--- config.mk ---
export PLATFORM = sky130hd
export DESIGN_NAME = cu
export DESIGN_NICKNAME = d
export VERILOG_FILES = /design/src/rtl/vm_pkg.sv /design/src/rtl/vm_timer.sv /design/src/rtl/cu.sv
export SDC_FILE = /design/constraint.sdc
export NUM_CORES = 1
export LEC_CHECK = 0
export BUFFER_PORTS_ARGS = -buffer_cell sky130_fd_sc_hd__buf_2
export CAP_MARGIN = 10
export CORE_UTILIZATION = 40
export CTS_CLUSTER_SIZE = 40
export DETAILED_ROUTE_END_ITERATION = 16
export RECOVER_POWER = 50
export SETUP_SLACK_MARGIN = 0.15
export SYNTH_ARGS = -nofsm -noshare
export SYNTH_HDL_FRONTEND = slang
export SYNTH_SLANG_ARGS = --single-unit
--- constraint.sdc ---
create_clock -name clk -period 4.1 [get_ports clk]
set_clock_uncertainty 0.1 [all_clocks]
set_input_delay 0.615 -clock clk [delete_from_list [all_inputs] [get_ports clk]]
set_output_delay 0.615 -clock clk [all_outputs]
set_load 0.005 [all_outputs]
--- src/rtl/vm_pkg.sv ---
// rtl/vm_pkg.sv - shared types and constants for the vending machine control unit
package vm_pkg;

  typedef enum logic [3:0] {
    IDLE,
    DEP_CLR,
    DEP_LD,
    DEP_ACC,
    DEP_CHK,
    SEL_LD,
    SEL_RD,
    SEL_CHK,
    VEND,
    CLEAR,
    REFUND,
    PRG_LD,
    PRG_RD,
    PRG_WR
  } state_t;

  // Credit threshold above which the datapath flags an overpay refund
  localparam int REFUND_LIMIT = 501;

  // Idle cycles with stranded credit before it is handed back
  localparam int TIMEOUT_DEFAULT = 1000;

  // One bit per datapath strobe or panel event, decoded from the state
  typedef struct packed {
    logic ld_rdeposit;
    logic ld_rselect;
    logic ld_rprice;
    logic ld_rout;
    logic clr_r;
    logic clr_a;
    logic clr_rout;
    logic ld_a;
    logic ld_m;
    logic busy;
    logic vend;
    logic deny;
    logic cash_ret;
    logic prog_err;
  } ctl_t;

  // Counter width for a timeout, never narrower than one bit
  function automatic int cnt_width(input int t);
    return (t > 1) ? $clog2(t) : 1;
  endfunction

endpackage

--- src/rtl/vm_timer.sv ---
// rtl/vm_timer.sv - saturating idle counter that flags when the credit timeout is reached
module vm_timer
  import vm_pkg::*;
#(
  parameter int TIMEOUT = TIMEOUT_DEFAULT
) (
  input  logic clk,
  input  logic rst,
  input  logic clr,
  input  logic en,
  output logic expire
);

  localparam int W = cnt_width(TIMEOUT);
  localparam logic [W-1:0] LAST = W'(TIMEOUT - 1);

  logic [W-1:0] cnt_q;
  logic [W-1:0] cnt_d;

  // Clear wins over count; the count parks at LAST so it can never wrap to 0
  always_comb begin
    cnt_d = cnt_q;
    if (clr) begin
      cnt_d = '0;
    end else if (en && (cnt_q != LAST)) begin
      cnt_d = cnt_q + 1'b1;
    end
  end

  // Counter register with synchronous active-low reset
  always_ff @(posedge clk) begin
    if (!rst) begin
      cnt_q <= '0;
    end else begin
      cnt_q <= cnt_d;
    end
  end

  assign expire = (cnt_q == LAST);

endmodule

--- src/rtl/cu.sv ---
// rtl/cu.sv - vending machine control unit driving the du datapath strobes
module cu
  import vm_pkg::*;
#(
  parameter int TIMEOUT = TIMEOUT_DEFAULT
) (
  input  logic clk,
  input  logic rst,
  input  logic coin,
  input  logic sel,
  input  logic cancel,
  input  logic prog,
  input  logic drop,
  input  logic refund,
  output logic ldRdeposit,
  output logic ldRselect,
  output logic ldRprice,
  output logic ldRout,
  output logic clrR,
  output logic clrA,
  output logic clrRout,
  output logic ldA,
  output logic ldM,
  output logic busy,
  output logic vend,
  output logic deny,
  output logic cash_ret,
  output logic prog_err
);

  state_t state_q;
  state_t state_d;
  logic   credit_q;
  logic   credit_d;
  logic   timer_clr;
  logic   timer_en;
  logic   timer_expire;
  ctl_t   ctl;

  // Timer runs only while parked in IDLE holding credit
  assign timer_en = (state_q == IDLE) && credit_q;

  vm_timer #(
    .TIMEOUT(TIMEOUT)
  ) u_timer (
    .clk   (clk),
    .rst   (rst),
    .clr   (timer_clr),
    .en    (timer_en),
    .expire(timer_expire)
  );

  // Next state, credit flag and timer reload; strobes only matter in IDLE
  always_comb begin
    state_d   = state_q;
    credit_d  = credit_q;
    timer_clr = !credit_q;
    case (state_q)
      IDLE: begin
        if (prog && !credit_q) begin
          state_d   = PRG_LD;
          timer_clr = 1'b1;
        end else if (cancel && credit_q) begin
          state_d   = REFUND;
          timer_clr = 1'b1;
        end else if (coin) begin
          state_d   = credit_q ? DEP_LD : DEP_CLR;
          timer_clr = 1'b1;
        end else if (sel) begin
          state_d   = SEL_LD;
          timer_clr = 1'b1;
        end else if (credit_q && timer_expire) begin
          state_d = REFUND;
        end
      end
      DEP_CLR: state_d = DEP_LD;
      DEP_LD:  state_d = DEP_ACC;
      DEP_ACC: begin
        state_d  = DEP_CHK;
        credit_d = 1'b1;
      end
      DEP_CHK: state_d = refund ? REFUND : IDLE;
      SEL_LD:  state_d = SEL_RD;
      SEL_RD:  state_d = SEL_CHK;
      SEL_CHK: state_d = drop ? VEND : IDLE;
      VEND:    state_d = CLEAR;
      CLEAR: begin
        state_d  = IDLE;
        credit_d = 1'b0;
      end
      REFUND: begin
        state_d  = IDLE;
        credit_d = 1'b0;
      end
      PRG_LD:  state_d = PRG_RD;
      PRG_RD:  state_d = PRG_WR;
      PRG_WR:  state_d = IDLE;
      default: state_d = IDLE;
    endcase
  end

  // State and credit registers; reset parks in IDLE with no credit
  always_ff @(posedge clk) begin
    if (!rst) begin
      state_q  <= IDLE;
      credit_q <= 1'b0;
    end else begin
      state_q  <= state_d;
      credit_q <= credit_d;
    end
  end

  // Strobe decode from the state register; the two check states also look at drop
  always_comb begin
    ctl      = '0;
    ctl.busy = (state_q != IDLE);
    case (state_q)
      DEP_CLR: ctl.clr_rout    = 1'b1;
      DEP_LD:  ctl.ld_rdeposit = 1'b1;
      DEP_ACC: ctl.ld_a        = 1'b1;
      SEL_LD:  ctl.ld_rselect  = 1'b1;
      SEL_CHK: ctl.deny        = !drop;
      VEND: begin
        ctl.ld_m    = 1'b1;
        ctl.ld_rout = 1'b1;
        ctl.vend    = 1'b1;
      end
      CLEAR: begin
        ctl.clr_a = 1'b1;
        ctl.clr_r = 1'b1;
      end
      REFUND: begin
        ctl.clr_a    = 1'b1;
        ctl.clr_r    = 1'b1;
        ctl.cash_ret = 1'b1;
      end
      PRG_LD: begin
        ctl.ld_rselect = 1'b1;
        ctl.ld_rprice  = 1'b1;
      end
      // A zero credit that still covers the old price means the slot cannot be repriced safely
      PRG_WR: begin
        ctl.ld_m     = !drop;
        ctl.prog_err = drop;
      end
      default: ;
    endcase
  end

  // Everything is forced low while reset is held so no datapath strobe leaks out
  assign ldRdeposit = ctl.ld_rdeposit & rst;
  assign ldRselect  = ctl.ld_rselect & rst;
  assign ldRprice   = ctl.ld_rprice & rst;
  assign ldRout     = ctl.ld_rout & rst;
  assign clrR       = ctl.clr_r & rst;
  assign clrA       = ctl.clr_a & rst;
  assign clrRout    = ctl.clr_rout & rst;
  assign ldA        = ctl.ld_a & rst;
  assign ldM        = ctl.ld_m & rst;
  assign busy       = ctl.busy & rst;
  assign vend       = ctl.vend & rst;
  assign deny       = ctl.deny & rst;
  assign cash_ret   = ctl.cash_ret & rst;
  assign prog_err   = ctl.prog_err & rst;

endmodule

==> impl_metrics.csv <==
group,metric,value,unit
route,first_iter_violations,33,
synthesis,synth_edf_count,0,
pwr,ir_worst_vdd,229,uV
sta,hold_viol,0,
synthesis,ys.flop_type,"dfxtp_1",
synthesis,syn_nets,144,
clock_network,clkSlewWorstSetupHoldPaths,0.09,ns
global_routing,grt_pass1_vias,882,
global_routing,grt_pass1_wl,3.96,mm
setup_path,critPathCaptureType,"output port",
clock_network,root_buffer,"clkbuf_4",
floorplanning,rows,18,
clock_network,clkSinkCount,15,
floorplanning,start_util,0.420,
clock_network,cts-hold-fix-buffers,0,
setup_path,cp_max_fo,18,
floorplanning,die_x,53.0,um
layout,multiInputGateArea,629,um2
sta,setup_viol,0,
synthesis,synthesis.area,1040,um2
sta,rsz0062_at_grt,"false",
floorplanning,ios,22,
placement,hpwl,1.66,mm
placement,gp_congestion,0.718,
clock_network,numCtsBuffers,3,
route,firstDrtPassIters,4,
sta,layout_min_cycle_time,2.58,ns
floorplanning,coreArea,2480,um2
global_routing,grt_use_total,0.189,
synthesis,synth_cell_types,46,
synthesis,synth-seq-area-share,0.288,
clock_network,cts_tree,"yes",
layout,nNetsFinal,158,
clock_network,cts_resized,0,
run_status,outcome,"finished, final reports clean",
floorplanning,dieArea,2810,um2
clock_network,cts_setup_buffers,0,
pwr,p_per_area,454,nW/um2
setup_path,cpPeakStageDelay,0.71,ns
layout,n_antenna_cell,0,
setup_path,worstPathCellList,"nor4_1, and2b_1, buf_2",
layout,syn_to_final_growth,6.61,%
setup_path,cp_num_buf_inv,1,
sta,finalCritPeriodShare,0.630,
layout,final_layout_size_suffix_gt1_frac,0.189,
synthesis,async_flop_share,0,
setup_path,cpLargestDelayFamily,"simple AND/OR/NAND/NOR gates",
global_routing,grt_max_degree,20,
job,drv_cap,0,
route,drc,0,
route,ant_nets,0,
floorplanning,dieHeight,53.0,um
clock_network,cts_buffer_depth,2,
global_routing,grt-ovfl-total,0,
global_routing,antenna_found_initial,0,
route,detail_route.wl_per_cell,12.8,um
pwr,power,0.504,mW
clock_network,htreeDepth,1,
setup_path,startpoint_type,"flop",
route,detailroute.via_count,999,
pwr,p_leak,0.411,nW
route,vias_per_cell,5.61,
sta,fin_tns_setup,0,ns
layout,ff_latch_area,300,um2
synthesis,syn_avg_cell_area,7.71,um2
setup_path,crit_type,"reg -> out",
sta,tightest_slew,1.12,ns
synthesis,synth_warnings,0,
sta,slew_viol_final,0,
setup_path,slowest_stage,"nor4_1",
route,finalWirelength,2.28,mm
synthesis,ys_ff_latch,15,
setup_path,worstPathRequired,3.38,ns
setup_path,cp_data_arrival_time,1.87,ns
clock_network,insertion_delay,0.28,ns
sta,fmax,387,MHz
synthesis,syn_inst,135,
layout,num-fill-cells,252,
sta,slew_headroom,0.245,
placement,portBuffers,21,
hold_path,hp-class,"reg -> reg",
-- cell families (layout without fill, tap and decap cells) --
kind of cell | Yosys count | in the layout | share of synthesized area
adders and majority gates | 1 | 1 | 0.0120
muxes | 1 | 1 | 0.0108
DFF | 15 | 15 | 0.288
buffers and inverters | 15 | 28 | 0.0793
and+or+nand+nor | 67 | 67 | 0.379
AOI/OAI and AO/OA | 33 | 33 | 0.206
xor gates and xnor gates | 3 | 3 | 0.0252
-- layout make-up --
class / count / share of cell area
inverters: 3 / 0.0101
repair buffers: 21 / 0.0947
well taps: 30 / 0.0338
flip-flops and latches: 15 / 0.271
multi-input cells: 105 / 0.567
clock buffers: 4 / 0.0237
-- metrics by stage --
stage | hold slack, ns | utilization | cells | area, um2 | setup slack [ns]
2_1_floorplan | 0.352 | - | 135 | 1040 | 2.10
3_5_place_dp | 0.377 | 0.449 | 174 | 1110 | 1.99
5_1_grt | 0.412 | 0.448 | 178 | 1110 | 1.33
4_1_cts | 0.391 | 0.460 | 178 | 1140 | 1.78
6_report | 0.387 | 0.448 | 178 | 1110 | 1.52
3_3_place_gp | 0.378 | 0.449 | 174 | 1110 | 2.03
-- flip-flops by register name (all words and copies together) (netlist names) --
signal / flops
u_timer.cnt_q: 10
state_q: 4
credit_q: 1
-- worst paths after layout --
check / from / endpoint / slack, ns / depth (start not counted)
max: state_q[3]$_SDFFE_PN0P_ / busy / 1.52 / 3
min: u_timer.cnt_q[8]$_SDFFE_PP0P_ / u_timer.cnt_q[8]$_SDFFE_PP0P_ / 0.39 / 2
max reg2reg: state_q[3]$_SDFFE_PN0P_ / u_timer.cnt_q[3]$_SDFFE_PP0P_ / 1.58 / 4
min reg2reg: u_timer.cnt_q[8]$_SDFFE_PP0P_ / u_timer.cnt_q[8]$_SDFFE_PP0P_ / 0.39 / 2
-- worst register-to-register path, delay by kind of cell (launching register included) --
kind,cells,cell delay [ns]
AND/OR/NAND/NOR,2,1.16
AO/OA/AOI/OAI,2,0.70
flip-flops,1,0.50
-- layer usage --
layer  GRT usage  up-vias  part of all wire
li1            -      517                 -
met1       0.257      455              0.51
met2       0.306       23              0.44
met3      0.0259        4             0.036
met4      0.0526        0             0.012
met5           0        -                 0
-- placed cells by master (no fill, tap or decap), types with 2 or more instances in the layout --
cell and instances:
nand2b_1 2, nor4_1 2, dfxtp_1 15, and3_1 2, and3b_1 3, or3_1 5, nor2b_1 2, or4_1 2
nand2_1 12, o31ai_1 2, and2b_1 2, buf_2 21, nor2_1 13, o21ai_0 10, a21oi_1 11, nand3_1 6
nor4b_1 2, nand4_1 3, clkbuf_4 3, inv_1 3, o311ai_0 2, xor2_1 2, nor3_1 3
-- power by group --
group | leakage, nW | switching [mW] | internal [mW]
clock | 0.0150 | 0.0478 | 0.0377
sequential | 0.122 | 0.0652 | 0.164
combinational | 0.275 | 0.0995 | 0.0895
-- cells in the mapped netlist, types with 3 or more instances --
| library cell | instances | share of area |
|---|---|---|
| a21oi_1 | 11 | 0.053 |
| and3b_1 | 3 | 0.025 |
| buf_2 | 3 | 0.014 |
| clkbuf_1 | 5 | 0.018 |
| dfxtp_1 | 15 | 0.29 |
| inv_1 | 3 | 0.011 |
| nand2_1 | 12 | 0.043 |
| nand3_1 | 6 | 0.029 |
| nand4_1 | 3 | 0.018 |
| nor2_1 | 13 | 0.047 |
| nor3_1 | 3 | 0.014 |
| o21ai_0 | 10 | 0.048 |
| or3_1 | 5 | 0.030 |
Note: power is estimated with default switching activity, not from simulation.
